### config.mk
export PLATFORM = sky130hd
export DESIGN_NAME = pipa_axis_sync_flat
export DESIGN_NICKNAME = d
export VERILOG_FILES = /design/src/rtl/pipa_axis_sync_if.sv /design/src/rtl/pipa_axis_sync.sv /design/src/flat_wrapper.sv
export SDC_FILE = /design/constraint.sdc
export NUM_CORES = 1
export LEC_CHECK = 0
export CORE_UTILIZATION = 40
export DETAILED_ROUTE_END_ITERATION = 16
export PLACE_DENSITY = 0.72
export SETUP_SLACK_MARGIN = 0.3
export SLEW_MARGIN = 20
export SYNTH_ARGS = -nofsm -noshare
export SYNTH_HDL_FRONTEND = slang
export SYNTH_SLANG_ARGS = --single-unit
### constraint.sdc
create_clock -name CLOCK -period 2.05 [get_ports CLOCK]
set_clock_uncertainty 0.05 [all_clocks]
set_input_delay 0.205 -clock CLOCK [delete_from_list [all_inputs] [get_ports CLOCK]]
set_output_delay 0.205 -clock CLOCK [all_outputs]
set_load 0.05 [all_outputs]
### src/rtl/pipa_axis_sync_if.sv
// Per-axis PIPA bundle: raw IMU pulses and control strobes in, counter requests
// and window classification out.
interface pipa_axis_sync_if;
  logic PIPGp;
  logic PIPGm;
  logic F5ASB2;
  logic CNTACK;
  logic GOJAM;
  logic CCH33;
  logic PIPP;
  logic PIPM;
  logic NOP;
  logic NOM;
  logic BOTH;
  logic MISS;
  logic PIPAFL;
  logic PIPOVF;

  modport master (
    output PIPGp, PIPGm, F5ASB2, CNTACK, GOJAM, CCH33,
    input  PIPP, PIPM, NOP, NOM, BOTH, MISS, PIPAFL, PIPOVF
  );

  modport slave (
    input  PIPGp, PIPGm, F5ASB2, CNTACK, GOJAM, CCH33,
    output PIPP, PIPM, NOP, NOM, BOTH, MISS, PIPAFL, PIPOVF
  );
endinterface

### src/rtl/pipa_axis_sync.sv
// Single-axis PIPA pulse conditioner: synchronises plus/minus pulse trains, classifies
// each F5ASB2 window, queues counter requests and raises sticky fail/overflow alarms.
module pipa_axis_sync #(
  parameter int FAIL_LIMIT = 4,
  parameter int PEND_W     = 2
) (
  input  logic             CLOCK,
  input  logic             rst,
  pipa_axis_sync_if.slave  bus
);

  localparam logic [3:0]        FAIL_LIM = 4'(FAIL_LIMIT);
  localparam logic [PEND_W-1:0] PEND_MAX = {PEND_W{1'b1}};
  localparam logic [PEND_W-1:0] PEND_ONE = PEND_W'(1);

  logic              p_s1_q, p_s2_q, p_prev_q;
  logic              m_s1_q, m_s2_q, m_prev_q;
  logic              seen_p_q, seen_p_d, seen_m_q, seen_m_d;
  logic              nop_q, nop_d, nom_q, nom_d, both_q, both_d, miss_q, miss_d;
  logic [PEND_W-1:0] pend_p_q, pend_p_d, pend_m_q, pend_m_d;
  logic [3:0]        fail_q, fail_d;
  logic              afl_q, afl_d, ovf_q, ovf_d;

  logic edge_p, edge_m, win_p, win_m;
  logic strobe, ack_p, ack_m, enq_p, enq_m;

  always_comb begin
    edge_p = p_s2_q & ~p_prev_q;
    edge_m = m_s2_q & ~m_prev_q;
    win_p  = seen_p_q | edge_p;
    win_m  = seen_m_q | edge_m;
    // GOJAM swallows any coincident strobe or acknowledge
    strobe = bus.F5ASB2 & ~bus.GOJAM;
    ack_p  = bus.CNTACK & ~bus.GOJAM & (pend_p_q != '0);
    ack_m  = bus.CNTACK & ~bus.GOJAM & (pend_p_q == '0) & (pend_m_q != '0);
    enq_p  = strobe & win_p & ~win_m;
    enq_m  = strobe & win_m & ~win_p;

    seen_p_d = win_p;
    seen_m_d = win_m;
    nop_d    = nop_q;
    nom_d    = nom_q;
    both_d   = both_q;
    miss_d   = miss_q;
    pend_p_d = pend_p_q;
    pend_m_d = pend_m_q;
    fail_d   = fail_q;
    afl_d    = afl_q;
    ovf_d    = ovf_q;

    if (strobe) begin
      seen_p_d = 1'b0;
      seen_m_d = 1'b0;
      nop_d    = ~win_p;
      nom_d    = ~win_m;
      both_d   = win_p & win_m;
      miss_d   = ~win_p & ~win_m;
      if (win_p ^ win_m)
        fail_d = 4'd0;
      else if (fail_q != 4'hF)
        fail_d = fail_q + 4'd1;
      if (fail_d == FAIL_LIM)
        afl_d = 1'b1;
    end

    case ({enq_p, ack_p})
      2'b10: if (pend_p_q == PEND_MAX) ovf_d = 1'b1; else pend_p_d = pend_p_q + PEND_ONE;
      2'b01: pend_p_d = pend_p_q - PEND_ONE;
      default: ;
    endcase
    case ({enq_m, ack_m})
      2'b10: if (pend_m_q == PEND_MAX) ovf_d = 1'b1; else pend_m_d = pend_m_q + PEND_ONE;
      2'b01: pend_m_d = pend_m_q - PEND_ONE;
      default: ;
    endcase

    if (bus.CCH33) begin
      afl_d  = 1'b0;
      ovf_d  = 1'b0;
      fail_d = 4'd0;
    end
    if (bus.GOJAM) begin
      seen_p_d = 1'b0;
      seen_m_d = 1'b0;
      pend_p_d = '0;
      pend_m_d = '0;
      fail_d   = 4'd0;
    end
  end

  always_ff @(posedge CLOCK) begin
    if (rst) begin
      p_s1_q   <= 1'b0;
      p_s2_q   <= 1'b0;
      p_prev_q <= 1'b0;
      m_s1_q   <= 1'b0;
      m_s2_q   <= 1'b0;
      m_prev_q <= 1'b0;
      seen_p_q <= 1'b0;
      seen_m_q <= 1'b0;
      nop_q    <= 1'b0;
      nom_q    <= 1'b0;
      both_q   <= 1'b0;
      miss_q   <= 1'b0;
      pend_p_q <= '0;
      pend_m_q <= '0;
      fail_q   <= 4'd0;
      afl_q    <= 1'b0;
      ovf_q    <= 1'b0;
    end else begin
      p_s1_q   <= bus.PIPGp;
      p_s2_q   <= p_s1_q;
      p_prev_q <= p_s2_q;
      m_s1_q   <= bus.PIPGm;
      m_s2_q   <= m_s1_q;
      m_prev_q <= m_s2_q;
      seen_p_q <= seen_p_d;
      seen_m_q <= seen_m_d;
      nop_q    <= nop_d;
      nom_q    <= nom_d;
      both_q   <= both_d;
      miss_q   <= miss_d;
      pend_p_q <= pend_p_d;
      pend_m_q <= pend_m_d;
      fail_q   <= fail_d;
      afl_q    <= afl_d;
      ovf_q    <= ovf_d;
    end
  end

  assign bus.PIPP   = (pend_p_q != '0);
  assign bus.PIPM   = (pend_m_q != '0) & (pend_p_q == '0);
  assign bus.NOP    = nop_q;
  assign bus.NOM    = nom_q;
  assign bus.BOTH   = both_q;
  assign bus.MISS   = miss_q;
  assign bus.PIPAFL = afl_q;
  assign bus.PIPOVF = ovf_q;

endmodule

### src/flat_wrapper.sv
// flat-port wrapper written by rule: the top's interface ports become plain ports
module pipa_axis_sync_flat 
#(
  parameter int FAIL_LIMIT = 4,
  parameter int PEND_W     = 2
)
  (CLOCK, rst, bus_PIPGp, bus_PIPGm, bus_F5ASB2, bus_CNTACK, bus_GOJAM, bus_CCH33, bus_PIPP, bus_PIPM, bus_NOP, bus_NOM, bus_BOTH, bus_MISS, bus_PIPAFL, bus_PIPOVF);
  pipa_axis_sync_if bus_i ();
  input  logic CLOCK;
  input  logic rst;
  input wire logic [$bits(bus_i.PIPGp)-1:0] bus_PIPGp;
  input wire logic [$bits(bus_i.PIPGm)-1:0] bus_PIPGm;
  input wire logic [$bits(bus_i.F5ASB2)-1:0] bus_F5ASB2;
  input wire logic [$bits(bus_i.CNTACK)-1:0] bus_CNTACK;
  input wire logic [$bits(bus_i.GOJAM)-1:0] bus_GOJAM;
  input wire logic [$bits(bus_i.CCH33)-1:0] bus_CCH33;
  output wire logic [$bits(bus_i.PIPP)-1:0] bus_PIPP;
  output wire logic [$bits(bus_i.PIPM)-1:0] bus_PIPM;
  output wire logic [$bits(bus_i.NOP)-1:0] bus_NOP;
  output wire logic [$bits(bus_i.NOM)-1:0] bus_NOM;
  output wire logic [$bits(bus_i.BOTH)-1:0] bus_BOTH;
  output wire logic [$bits(bus_i.MISS)-1:0] bus_MISS;
  output wire logic [$bits(bus_i.PIPAFL)-1:0] bus_PIPAFL;
  output wire logic [$bits(bus_i.PIPOVF)-1:0] bus_PIPOVF;
  assign bus_i.PIPGp = bus_PIPGp;
  assign bus_i.PIPGm = bus_PIPGm;
  assign bus_i.F5ASB2 = bus_F5ASB2;
  assign bus_i.CNTACK = bus_CNTACK;
  assign bus_i.GOJAM = bus_GOJAM;
  assign bus_i.CCH33 = bus_CCH33;
  assign bus_PIPP = bus_i.PIPP;
  assign bus_PIPM = bus_i.PIPM;
  assign bus_NOP = bus_i.NOP;
  assign bus_NOM = bus_i.NOM;
  assign bus_BOTH = bus_i.BOTH;
  assign bus_MISS = bus_i.MISS;
  assign bus_PIPAFL = bus_i.PIPAFL;
  assign bus_PIPOVF = bus_i.PIPOVF;
  pipa_axis_sync #(.FAIL_LIMIT(FAIL_LIMIT), .PEND_W(PEND_W)) u_core (.CLOCK(CLOCK), .rst(rst), .bus(bus_i));
endmodule
==> metrics.yaml <==
cells_and_area:
  area_delta_synth_final_pct: 31.55
  fin_area_um2: 1294
  largest_register_ff_count: 4
  fin_util_pct: 57.38
  antenna_cells: 0
  drive_gt1_share_pct: 15.49
  regMostFlops: "u_core.fail_q"
  nNetsFinal: 154
  fill_cells: 228
  top_regs: "u_core.fail_q (4), u_core.pend_m_q (2), u_core.pend_p_q (2)"
  seqCellArea_um2: 442.9
  multiInputGateArea_um2: 523.0
die:
  die_y_um: 51.59
  core_um2: 2255
  die_w_um: 51.59
  die_area_um2: 2661
  rows: 17
  pin_count: 16
  start_util_pct: 43.62
route:
  vias_per_cell: 5.359
  post-route-drc-count: 0
  routed_wl_um: 2002
  vias: 911
  drtPass1Iterations: 5
  drt-wirelength-per-cell_um: 11.78
  drtIter0Drc: 11
  ant_nets: 0
timing:
  setup_violations: 0
  finalCritPeriodShare_pct: 81.06
  worstMarginPinSlew_ps: 513.6
  hold_viol: 0
  drv_slew: 0
  slew_headroom_pct: 65.70
  fmaxAchievable_mhz: 601.8
  rsz0062_at_grt: "true"
  min_period_ps: 1662
  whs_ps: 388.2
  final.setup.tns_ps: 0
place:
  gp_congestion: 0.7635
  numPortBuffers: 15
  placedInstanceArea_um2: 1215
  hpwlAfterDp_um: 1519
pwr:
  p_per_area_nw_per_um2: 680.6
  ir_drop_mv: 0.3302
  leakage_uw: 0.0006138
  total_power_uw: 880.5
worst_setup_path:
  arrival_ps: 1830
  critPathSlowestCell: "ha_2"
  r2r_start: "u_core.p_prev_q"
  regToRegSetupSlack_ps: 390
  critPathMaxFanout: 6
  criticalPathCategory: "reg2reg"
  crit_start: "u_core.p_prev_q"
  worstPathRequired_ps: 2220
  cpPeakStageDelay_ps: 350
  cp_cell_sequence: "nand2b_1 > nand2_1 > ha_2 > a221o_1 > a31oi_1 > nor3_1"
  rr_worst_depth: 6
  critPathLaunchType: "flop"
  cp-end-kind: "flop"
  r2r_end: "u_core.bus.PIPAFL"
min_path:
  min_path_type: "in2reg"
  holdPathEnd: "u_core.p_s1_q"
  hold_depth: 2
  hold_start: "bus_PIPGp"
synth:
  ys_ff_latch: 22
  synth-xor-area-share_pct: 0
  yosys.area.top_type: "dfxtp_1"
  synth.distinct_cells: 30
  synth_compound_area_share_pct: 18.70
  syn_nets: 128
  syn_inst: 117
  yosysWarnings: 0
  ys_top_cells_by_area: "dfxtp_1 45%, nor2b_1 5.1%, nand2_1 5.0%"
  synth_top_family_by_area: "simple AND/OR/NAND/NOR gates"
  yosysTopAreaCellShare_pct: 44.78
  yosys.area_share.adder_pct: 3.817
  yosys.area_share.simple_pct: 26.72
  synth.avg_cell_area_um2: 8.405
  synthMuxAreaShare_pct: 2.545
  seq_area_frac_synth_pct: 44.78
  synth_area_um2: 983.4
clock_tree:
  cts_root_buf: "clkbuf_4"
  numCtsBuffers: 3
  clock_sinks: 22
  clk_pin_slew_ps: 130
  worstSkewPairLatency_ps: 310
  cts_tree: "yes"
  cts_max_path_buffers: 2
  ctsHtreeMaxLevel: 1
grt:
  grt_remaining_overflow: 0
  antenna_found_initial: 0
  grt_pass1_vias: 819
  grt_pass1_wl_um: 3456
  grt_start_max_net_pins: 14
  grt_usage_pct: 16.89
outcome:
  status: "completed"
run:
  cap_violations: 0
metal layers:
layer	share of wire (%)	vias up	track usage, %
met5	0	-	0
met4	0.70	0	5.405
met3	3.4	2	2.924
met2	47	14	28.14
met1	49	433	21.96
li1	-	462	-
worst max path at each step:
stage,end,depth (start not counted)
global placement,u_core.pend_p_q[0],6
CTS,bus_NOM,1
finish,u_core.bus.PIPAFL,6
global route,u_core.pend_m_q[0],6
floorplan,bus_PIPM,2
detailed placement,u_core.pend_p_q[0],6
synthesized netlist by cell type:
cell type  instances
o21ai_1            1
a21o_1             1
or3_1              1
or2_2              2
clkbuf_1           2
a211oi_1           2
mux2i_1            1
nand2b_1           4
a221o_1            1
nand2_1           13
ha_1               3
buf_6              1
dfxtp_1           22
nor3b_1            1
nand3_1            3
o31a_1             1
a31oi_1            4
nor4_1             1
a2111o_1           1
o21bai_1           1
a21oi_1            9
nor3_1             8
mux2_4             1
inv_1              4
o21ba_1            1
a211o_1            1
nor2b_1            8
and3_1             1
nor2_1            12
o21ai_0            6
report_power, final:
part | internal [µW] | switching (µW)
combinational | 48.5 | 55.8
clock | 197 | 135
sequential | 438 | 5.75
total | 684 | 196
through the flow:
step / instances / setup WS [ps]
detailed placement: 166 / 80.25
global placement: 166 / 148.5
CTS: 170 / 312.7
floorplan: 117 / 324.4
finish: 170 / 388.3
global route: 170 / 243.9
repair_timing:
item | 4_1_cts | 5_1_grt
endpoints found under the setup margin | 1 | 13
resized for setup | 1 | 13
setup buffers | 0 | 0
hold buffers | 0 | 0
kinds of logic after synthesis:
kind of cell | after synthesis
AND/OR/NAND/NOR | 54
AO/OA/AOI/OAI | 29
flip-flops | 22
buffers and inverters | 7
adder cells (fa/ha/maj) | 3
multiplexers | 2
worst max-delay path, delay by kind of cell (launching register included):
family / cells / cell delay (ps)
DFF: 1 / 320
and+or+nand+nor: 3 / 400
adders and majority gates: 1 / 350
AOI/OAI and AO/OA: 2 / 460
final cells by class:
type                    instances  share of cell area (%)
clock inverters                 1                   2.321
well taps                      28                   2.708
flip-flops and latches         22                   34.24
repair buffers                 24                   17.41
clock buffers                   3                   1.741
inverters                       4                   1.161
multi-input cells              88                   40.43
placed cells by master (no fill, tap or decap), drive strengths merged:
master         netlist  final
mux2i                1      1
nor4                 1      1
nor3b                1      1
inv                  4      4
and3                 1      1
a211oi               2      2
or3                  1      1
buf                  1     10
nand2               13     13
a21o                 1      1
ha                   3      3
clkbuf               2      4
bufinv               0      1
a31oi                4      4
dlymetal6s2s         0      6
nor2                12     12
o21ai                7      7
o21ba                1      1
nor3                 8      8
a21oi                9      9
or2                  2      2
mux2                 1      1
o31a                 1      1
o21bai               1      1
nand2b               4      4
clkdlybuf4s50        0      7
dfxtp               22     22
a211o                1      1
a221o                1      1
a2111o               1      1
nor2b                8      8
nand3                3      3
(Power assumes the default switching activity.)
